## src/rtl/uart_pkg.sv

```systemverilog
// Shared UART definitions: transmitter FSM encoding, status-word bit positions and the control-write flag.
package uart_pkg;

  typedef enum logic [1:0] {
    IDLE  = 2'd0,
    START = 2'd1,
    DATA  = 2'd2,
    STOP  = 2'd3
  } tx_state_t;

  localparam int STAT_OVF   = 15;
  localparam int STAT_FULL  = 14;
  localparam int STAT_EMPTY = 13;
  localparam int STAT_BUSY  = 12;

  localparam int CTRL_BIT   = 15;

endpackage

```

## src/rtl/sync_fifo.sv

```systemverilog
// Synchronous FIFO with a combinational head; a push arriving while full is accepted only if a pop happens in
// the same cycle, otherwise it is dropped and flagged for one cycle.
module sync_fifo #(
  parameter int WIDTH      = 8,
  parameter int DEPTH      = 16,
  parameter int DEPTH_LOG2 = 4
) (
  input  logic                  clk,
  input  logic                  rst,
  input  logic                  push,
  input  logic [WIDTH-1:0]      push_data,
  input  logic                  pop,
  output logic [WIDTH-1:0]      pop_data,
  output logic                  full,
  output logic                  empty,
  output logic                  dropped,
  output logic [DEPTH_LOG2:0]   count
);

  logic [WIDTH-1:0]      mem [DEPTH];
  logic [DEPTH_LOG2-1:0] wr_ptr;
  logic [DEPTH_LOG2-1:0] rd_ptr;
  logic                  do_push;
  logic                  do_pop;

  assign full     = (count == (DEPTH_LOG2+1)'(DEPTH));
  assign empty    = (count == '0);
  assign do_pop   = pop & ~empty;
  assign do_push  = push & (~full | do_pop);
  assign dropped  = push & ~do_push;
  assign pop_data = mem[rd_ptr];

  always_ff @(posedge clk) begin
    if (do_push) mem[wr_ptr] <= push_data;
  end

  always_ff @(posedge clk) begin
    if (rst) begin
      wr_ptr <= '0;
      rd_ptr <= '0;
      count  <= '0;
    end else begin
      if (do_push) wr_ptr <= wr_ptr + 1'b1;
      if (do_pop)  rd_ptr <= rd_ptr + 1'b1;
      case ({do_push, do_pop})
        2'b10:   count <= count + 1'b1;
        2'b01:   count <= count - 1'b1;
        default: count <= count;
      endcase
    end
  end

endmodule

```

## src/rtl/uart_tx_mmio.sv

```systemverilog
// Memory-mapped 8N1 UART transmitter: bus writes are queued in a FIFO and sent LSB first, frames back to back
// while data remains; a push accepted at edge N is popped at N+1; writes to a full FIFO are dropped and set a sticky overflow.
module uart_tx_mmio
  import uart_pkg::*;
#(
  parameter int CLKS_PER_BIT = 104,
  parameter int FIFO_DEPTH   = 16,
  parameter int DEPTH_LOG2   = 4
) (
  input  logic        CLK,
  input  logic        RST,
  input  logic        sel,
  input  logic        write,
  input  logic [15:0] wr_data,
  output logic [15:0] rd_data,
  output logic        tx,
  output logic        irq_empty
);

  localparam int BAUD_W = (CLKS_PER_BIT > 1) ? $clog2(CLKS_PER_BIT) : 1;
  localparam logic [BAUD_W-1:0] BAUD_RELOAD = BAUD_W'(CLKS_PER_BIT - 1);

  logic                  bus_wr;
  logic                  ctrl_wr;
  logic                  push;
  logic                  pop;
  logic [7:0]            fifo_head;
  logic                  fifo_full;
  logic                  fifo_empty;
  logic                  fifo_dropped;
  logic [DEPTH_LOG2:0]   fifo_count;
  logic                  overflow;
  logic                  unused_bits;

  tx_state_t             state, state_n;
  logic [BAUD_W-1:0]     baud, baud_n;
  logic [2:0]            bit_idx, bit_idx_n;
  logic [7:0]            shift, shift_n;
  logic                  tx_n;

  assign bus_wr      = sel & write;
  assign ctrl_wr     = bus_wr & wr_data[CTRL_BIT];
  assign push        = bus_wr & ~wr_data[CTRL_BIT];
  assign unused_bits = ^wr_data[14:8];

  sync_fifo #(
    .WIDTH      (8),
    .DEPTH      (FIFO_DEPTH),
    .DEPTH_LOG2 (DEPTH_LOG2)
  ) u_fifo (
    .clk       (CLK),
    .rst       (RST),
    .push      (push),
    .push_data (wr_data[7:0]),
    .pop       (pop),
    .pop_data  (fifo_head),
    .full      (fifo_full),
    .empty     (fifo_empty),
    .dropped   (fifo_dropped),
    .count     (fifo_count)
  );

  always_ff @(posedge CLK) begin
    if (RST)               overflow <= 1'b0;
    else if (ctrl_wr)      overflow <= 1'b0;
    else if (fifo_dropped) overflow <= 1'b1;
  end

  always_ff @(posedge CLK) begin
    if (RST) begin
      state   <= IDLE;
      baud    <= '0;
      bit_idx <= '0;
      shift   <= '0;
      tx      <= 1'b1;
    end else begin
      state   <= state_n;
      baud    <= baud_n;
      bit_idx <= bit_idx_n;
      shift   <= shift_n;
      tx      <= tx_n;
    end
  end

  always_comb begin
    state_n   = state;
    baud_n    = baud;
    bit_idx_n = bit_idx;
    shift_n   = shift;
    pop       = 1'b0;
    case (state)
      IDLE: begin
        if (!fifo_empty) begin
          pop     = 1'b1;
          shift_n = fifo_head;
          baud_n  = BAUD_RELOAD;
          state_n = START;
        end
      end
      START: begin
        if (baud == '0) begin
          baud_n    = BAUD_RELOAD;
          bit_idx_n = 3'd0;
          state_n   = DATA;
        end else begin
          baud_n = baud - 1'b1;
        end
      end
      DATA: begin
        if (baud == '0) begin
          baud_n = BAUD_RELOAD;
          if (bit_idx == 3'd7) begin
            state_n = STOP;
          end else begin
            shift_n   = shift >> 1;
            bit_idx_n = bit_idx + 3'd1;
          end
        end else begin
          baud_n = baud - 1'b1;
        end
      end
      STOP: begin
        // Chain straight into the next start bit so queued bytes go out with no idle gap.
        if (baud == '0) begin
          if (!fifo_empty) begin
            pop     = 1'b1;
            shift_n = fifo_head;
            baud_n  = BAUD_RELOAD;
            state_n = START;
          end else begin
            state_n = IDLE;
          end
        end else begin
          baud_n = baud - 1'b1;
        end
      end
      default: state_n = IDLE;
    endcase

    case (state_n)
      START:   tx_n = 1'b0;
      DATA:    tx_n = shift_n[0];
      default: tx_n = 1'b1;
    endcase
  end

  assign irq_empty = fifo_empty & (state == IDLE);

  always_comb begin
    rd_data                 = '0;
    rd_data[STAT_OVF]       = overflow;
    rd_data[STAT_FULL]      = fifo_full;
    rd_data[STAT_EMPTY]     = fifo_empty;
    rd_data[STAT_BUSY]      = (state != IDLE);
    rd_data[DEPTH_LOG2:0]   = fifo_count;
  end

endmodule

```

## config.mk

```make
export PLATFORM = sky130hd
export DESIGN_NAME = uart_tx_mmio
export DESIGN_NICKNAME = d
export VERILOG_FILES = /design/src/rtl/uart_pkg.sv /design/src/rtl/sync_fifo.sv /design/src/rtl/uart_tx_mmio.sv
export SDC_FILE = /design/constraint.sdc
export NUM_CORES = 1
export LEC_CHECK = 0
export ABC_AREA = 0
export CORE_ASPECT_RATIO = 0.9
export CORE_MARGIN = 1
export CORE_UTILIZATION = 60
export DETAILED_ROUTE_END_ITERATION = 6
export PLACE_DENSITY = 0.8
export RECOVER_POWER = 100
export SYNTH_ARGS = -nofsm -noshare
export SYNTH_HDL_FRONTEND = slang
export SYNTH_SLANG_ARGS = --single-unit
```

## constraint.sdc

```tcl
create_clock -name CLK -period 3 [get_ports CLK]
set_input_delay 0.75 -clock CLK [delete_from_list [all_inputs] [get_ports CLK]]
set_output_delay 0.75 -clock CLK [all_outputs]
set_load 0.01 [all_outputs]
```

==> run_results.csv, run 1 <==
group,metric,value,unit
outcome,status,"finished clean",
finish,fillCellCount,696,
clocking,holdBufCountCts,0,
sta,finalCritPeriodShare,0.953,
sta,max_freq,350,MHz
route,dr_wl_met3,660,um
global_route,grt_pass1_vias,4082,
clocking,clk_pin_slew,70,ps
logic_synthesis,yosysMostFrequentCell,"edfxtp_1",
sta,hold_viol,0,
logic_synthesis,syn_area,7160,um2
logic_synthesis,synthCells,465,
finish,area_growth,15.6,%
pwr,finalPower,7.23,mW
sta,rsz0062_at_grt,"yes",
finish,final_util,0.718,
route,dr.pass1.iters,4,
worst_setup_path,startpoint_type,"register",
global_route,grt_max_degree,23,
die,dieWidth,117,um
worst_setup_path,cp_top_family,"buffers and inverters",
worst_setup_path,reg2reg_depth,9,
global_route,grt_pass1_wl,22600,um
sta,setup_slack,142,ps
route,top_layer,"met4",
finish,drive_gt1_frac,0.219,
worst_setup_path,cp.arrival,2110,ps
logic_synthesis,yosys_most_used_dff,"edfxtp_1",
route,dr_wl_met2,7520,um
route,drc,0,
sta,finalSetupViolCount,0,
pwr,power_density,873,nW/um2
worst_setup_path,max_stage_delay,560,ps
logic_synthesis,synth_top_cell_by_area,"edfxtp_1",
worst_setup_path,cp.required,2250,ps
die,die_h,106,um
finish,stdcell_count,682,
hold_path,hold_depth,1,
job,cap_viol_max_count,0,
clocking,cts_sinks,167,
logic_synthesis,synth_area_leaders,"edfxtp_1 54%, mux4_2 12%, dfxtp_1 11%",
clocking,clkLatencyLatePin,440,ps
global_route,grt_use_total,0.261,
placed_design,place_hpwl,9180,um
sta,hold_slack,467,ps
global_route,grt_antenna_before_repair,0,
sta,worst_slew_pin_slew,587,ps
route,routedLengthMet1,6140,um
die,rows,37,
sta,finClkSkew,9.40,ps
placed_design,routabilityCongestion,0.861,
route,ant_nets,0,
route,first_iter_violations,353,
route,wl_per_cell,21.3,um
clocking,cts-root-buf,"clkbuf_16",
placed_design,place_area,7690,um2
pwr,power.leakage,2.88,nW
logic_synthesis,async_flop_share,0,
die,ioPinCount,38,
sta,relSlewSlack,0.607,
logic_synthesis,ys_ff_latch,167,
finish,final_nets,552,
worst_setup_path,crit_path_end_kind,"primary output",
pwr,vdd_drop_max,0.501,mV
clocking,cts_buffers,17,
finish,n_antenna_cell,0,
worst_setup_path,worst-setup-path-type,"reg -> out",
die,dieArea,12400,um2
logic_synthesis,yosysTopAreaCellShare,0.537,
hold_path,hp-class,"reg -> reg",
logic_synthesis,avgSynthCellArea,15.4,um2
clocking,cts_buffer_depth,2,
sta,period_needed,2860,ps
route,via_per_inst,6.13,
die,start_util,0.621,
logic_synthesis,ys_seq_area_frac,0.646,
worst_setup_path,crit_chain,"nor4_2 -> nand2b_1 -> inv_2 -> clkdlybuf4s50_1",
route,wirelength,14500,um
worst_setup_path,cp.depth,4,
clocking,cts_tree,"yes",
route,num_vias,4184,
placed_design,portBuffers,23,
logic_synthesis,synth_edf_count,128,
logic_synthesis,synthTopCellsByCount,"128 x edfxtp_1, 48 x nor2_1, 39 x dfxtp_1, 38 x mux4_2, 18 x ha_1",
finish,final_area,8280,um2
sta,slew_viol_final,0,
global_route,grt-ovfl-total,0,
logic_synthesis,yosysWarnings,0,
sta,final.setup.tns,0,ps
clocking,htreeDepth,4,
worst_setup_path,crit_fanout,7,
logic_synthesis,yosysUniqueCellTypes,54,
die,coreArea,11500,um2
worst_setup_path,cpMaxStageDelayCell,"clkdlybuf4s50_1",
worst_setup_path,critPathBufInv,2,
placed_design,post-place-ws,155,ps
placed_design,dp.cells,649,
-- sequential cells by signal, indices dropped and copies added (netlist names), named ones only --
name / count
baud: 7
bit_idx: 3
overflow: 1
shift: 8
state: 2
tx: 1
u_fifo.count: 5
u_fifo.mem: 128
u_fifo.rd_ptr: 4
u_fifo.wr_ptr: 4
-- layer usage --
metal / vias up / GRT usage
met2: 122 / 0.426
met4: 0 / 0.0859
met3: 18 / 0.0587
li1: 1877 / -
met5: - / 0
met1: 2167 / 0.348
-- cell families after synthesis --
group | count (synthesis) | share of synthesized area
flops | 167 | 0.646
simple gates | 123 | 0.0907
compound gates | 54 | 0.0543
mux | 46 | 0.131
buf+inv | 42 | 0.0278
fa+ha+maj | 19 | 0.0342
xor+xnor | 13 | 0.0159
other cells | 1 | 0.000524
-- final cells by class --
cell class | count | area (um2) | share of cell area
sequential | 167 | 4630 | 0.559
multi-input combinational | 262 | 2370 | 0.287
clock buffer | 17 | 425 | 0.0514
tap | 156 | 195 | 0.0236
inverter | 13 | 48.8 | 0.00589
clock inverter | 15 | 138 | 0.0166
timing repair buffer | 52 | 473 | 0.0571
-- where the power goes --
part           internal, mW  switching [mW]
Combinational          1.14            1.20
Clock                  1.10           0.974
Sequential             2.64           0.182
-- timing repair --
item	CTS	global route
endpoints found under the setup margin	2	26
setup buffers	1	0
gates resized for setup	0	3
-- worst paths after layout --
| check | to | from | slack, ps |
|---|---|---|---|
| worst max-delay path | rd_data[13] | u_fifo.count[0] | 140 |
| worst min-delay path | overflow | overflow | 470 |
| worst max register to register | u_fifo.mem[0][4] | baud[0] | 240 |
| worst min register to register | overflow | overflow | 470 |
-- placed cells by master, fill, tap and decap left out, drive strengths merged, types with 3 or more instances in the layout --
master         instances
o21ai                  5
mux2i                  8
mux4                  38
xnor2                  8
clkinv                 5
clkbuf                17
dfxtp                 39
nand2b                 3
and2                   5
a31oi                  3
xor2                   5
a221o                  6
a21oi                 14
a211oi                 5
clkdlybuf4s50         15
ha                    18
dlygate4sd3            8
o211ai                 3
buf                   29
a22oi                  4
a21o                   4
nand2                 11
and3                   7
nor2b                  7
nor2                  48
conb                   7
nor3b                  5
nand3                 11
edfxtp               128
or3b                   3
nor3                  11
inv                   21
(Power assumes the default switching activity.)
==> inputs of run 2 (changes only) <==
- ABC_AREA: 0 -> 1
- PLACE_DENSITY: 0.8 -> 0.79
==> run_results.csv, run 2 <==
group,metric,value,unit
route,num_vias,5601,
logic_synthesis,yosysUniqueCellTypes,44,
pwr,vdd_drop_max,0.620,mV
placed_design,post-place-ws,169,ps
placed_design,portBuffers,23,
sta,finClkSkew,12.7,ps
placed_design,place_area,8140,um2
clocking,cts_buffers,17,
clocking,clkLatencyLatePin,430,ps
sta,rsz0062_at_grt,"no",
sta,hold_viol,0,
sta,slew_viol_final,0,
worst_setup_path,startpoint_type,"register",
hold_path,hp-class,"reg -> reg",
global_route,grt_use_total,0.265,
logic_synthesis,async_flop_share,0,
job,cap_viol_max_count,0,
worst_setup_path,cp.required,2250,ps
pwr,power_frac_seq,0.370,
finish,final_common_cell,"nor2_1",
route,wl_per_cell,16.8,um
finish,final_cell_mix,"137 x nor2_1, 128 x edfxtp_1, 109 x nand2_1",
placed_design,place_hpwl,10500,um
die,dieArea,13300,um2
clocking,cts_buffer_depth,2,
route,first_iter_violations,612,
pwr,cellInternalPower,4.86,mW
sta,worst_slew_pin_slew,804,ps
sta,hold_slack,473,ps
logic_synthesis,syn_area,7710,um2
global_route,grt_pass1_vias,5332,
finish,stdcell_count,989,
finish,n_antenna_cell,0,
global_route,grt_pass1_wl,26000,um
die,die_h,110,um
sta,setup_slack,167,ps
route,wirelength,16600,um
die,coreArea,12300,um2
finish,largest_reg_flops,128,
logic_synthesis,ys_seq_area_frac,0.600,
pwr,finalPower,7.46,mW
finish,final_nets,855,
pwr,clkPwrFrac,0.302,
finish,area_growth,12.1,%
logic_synthesis,synth_area_leaders,"edfxtp_1 50%, dfxtp_1 10%, nor2_1 6.6%",
logic_synthesis,yosysTopAreaCellShare,0.498,
worst_setup_path,crit_chain,"inv_1 -> nand3_4 -> nor2_4 -> inv_6 -> nor2_1 -> clkdlybuf4s50_1",
clocking,cts_sinks,167,
clocking,cts-root-buf,"clkbuf_16",
finish,top_register,"u_fifo.mem",
placed_design,dp.cells,952,
route,dr.pass1.iters,5,
die,ioPinCount,38,
worst_setup_path,crit_fanout,10,
route,via_per_inst,5.66,
outcome,status,"finished clean",
logic_synthesis,yosys_most_used_dff,"edfxtp_1",
sta,period_needed,2830,ps
global_route,grt_max_degree,53,
finish,top_regs,"u_fifo.mem x128, shift x8, baud x7",
logic_synthesis,yosysMostFrequentCell,"nor2_1",
pwr,power_density,864,nW/um2
sta,finalSetupViolCount,0,
clocking,holdBufCountCts,0,
pwr,power.leakage,3.35,nW
sta,relSlewSlack,0.458,
worst_setup_path,crit_path_end_kind,"primary output",
worst_setup_path,cp.arrival,2080,ps
clocking,htreeDepth,4,
worst_setup_path,worst-setup-path-type,"reg -> out",
global_route,grt-ovfl-total,0,
clocking,clk_pin_slew,60,ps
logic_synthesis,synthTopCellsByCount,"135 x nor2_1, 128 x edfxtp_1, 106 x nand2_1, 75 x inv_1, 69 x nand3_1",
clocking,cts_tree,"yes",
logic_synthesis,avgSynthCellArea,9.96,um2
global_route,grt_antenna_before_repair,0,
pwr,p_sw,2.61,mW
die,dieWidth,122,um
finish,drive_gt1_frac,0.0965,
die,rows,38,
route,drc,0,
die,start_util,0.629,
sta,max_freq,353,MHz
pwr,p_sw_frac,0.349,
pwr,p_comb_frac,0.328,
sta,finalCritPeriodShare,0.944,
logic_synthesis,synthCells,774,
worst_setup_path,max_stage_delay,550,ps
finish,final_area,8640,um2
logic_synthesis,synth_top_cell_by_area,"edfxtp_1",
worst_setup_path,cpMaxStageDelayCell,"clkdlybuf4s50_1",
finish,final_util,0.704,
logic_synthesis,synth_edf_count,128,
logic_synthesis,yosysWarnings,0,
placed_design,routabilityCongestion,0.854,
sta,final.setup.tns,0,ps
route,ant_nets,0,
logic_synthesis,ys_ff_latch,167,
-- run 2: cell count changes after synthesis, sizes merged, moves of 38 or more --
cell,previous run,this run
inv,13,80
nor2,48,146
mux4,38,0
nand2,11,113
o21ai,5,68
nand3,11,72
-- run 2: cell families (layout without fill, tap and decap cells) --
group           count (synthesis)  in the layout  share of synthesized area
compound gates                125            125                     0.0912
xor+xnor                        4              4                    0.00454
fa+ha+maj                      19             19                     0.0318
buf+inv                       120            169                     0.0717
flops                         167            167                      0.600
other cells                     1              7                   0.000486
simple gates                  338            338                      0.201
-- run 2: final cells by class --
class / count / area, um2
clock buffer: 18 / 429
clock inverter: 14 / 183
timing repair buffer: 56 / 409
multi-input combinational: 493 / 2480
inverter: 81 / 314
tap: 160 / 200
fill: 898 / 3630
sequential: 167 / 4630
-- run 2: per-layer routing --
| layer | up-vias | global-route usage | share of wire |
|---|---|---|---|
| met1 | 2680 | 0.349 | 0.44 |
| met2 | 218 | 0.424 | 0.48 |
| met4 | 0 | 0.122 | 0.020 |
| li1 | 2673 | - | - |
| met3 | 30 | 0.0571 | 0.062 |
| met5 | - | 0 | 0 |
-- run 2: worst max-delay path: cells and delay by family, from the launching register on --
kind	cells	cell delay, ps
flip-flops	1	340
buffers and inverters	3	800
AND/OR/NAND/NOR	3	530
-- run 2: path summary, 6_finish.rpt --
kind / start / cells past startpoint / to / slack (ps)
min: shift[4] / 2 / shift[4] / 470
max: u_fifo.count[1] / 6 / irq_empty / 170
min reg2reg: shift[4] / 2 / shift[4] / 470
max reg2reg: baud[0] / 13 / u_fifo.mem[10][3] / 170
-- run 2: timing repair --
action	CTS	global route
endpoints found under the hold margin	0	0
buffers inserted	0	5
setup endpoints to repair	0	1
resized for setup	0	1
-- run 2: power groups by stage --
stage          logic [mW]  registers, mW  clock network [mW]
2_1_floorplan        1.92           2.79                   0
4_1_cts              2.50           2.76                2.27
5_1_grt              2.73           2.78                2.35
6_report             2.45           2.76                2.25
3_3_place_gp         2.37           2.80                   0
3_5_place_dp         2.47           2.81                   0
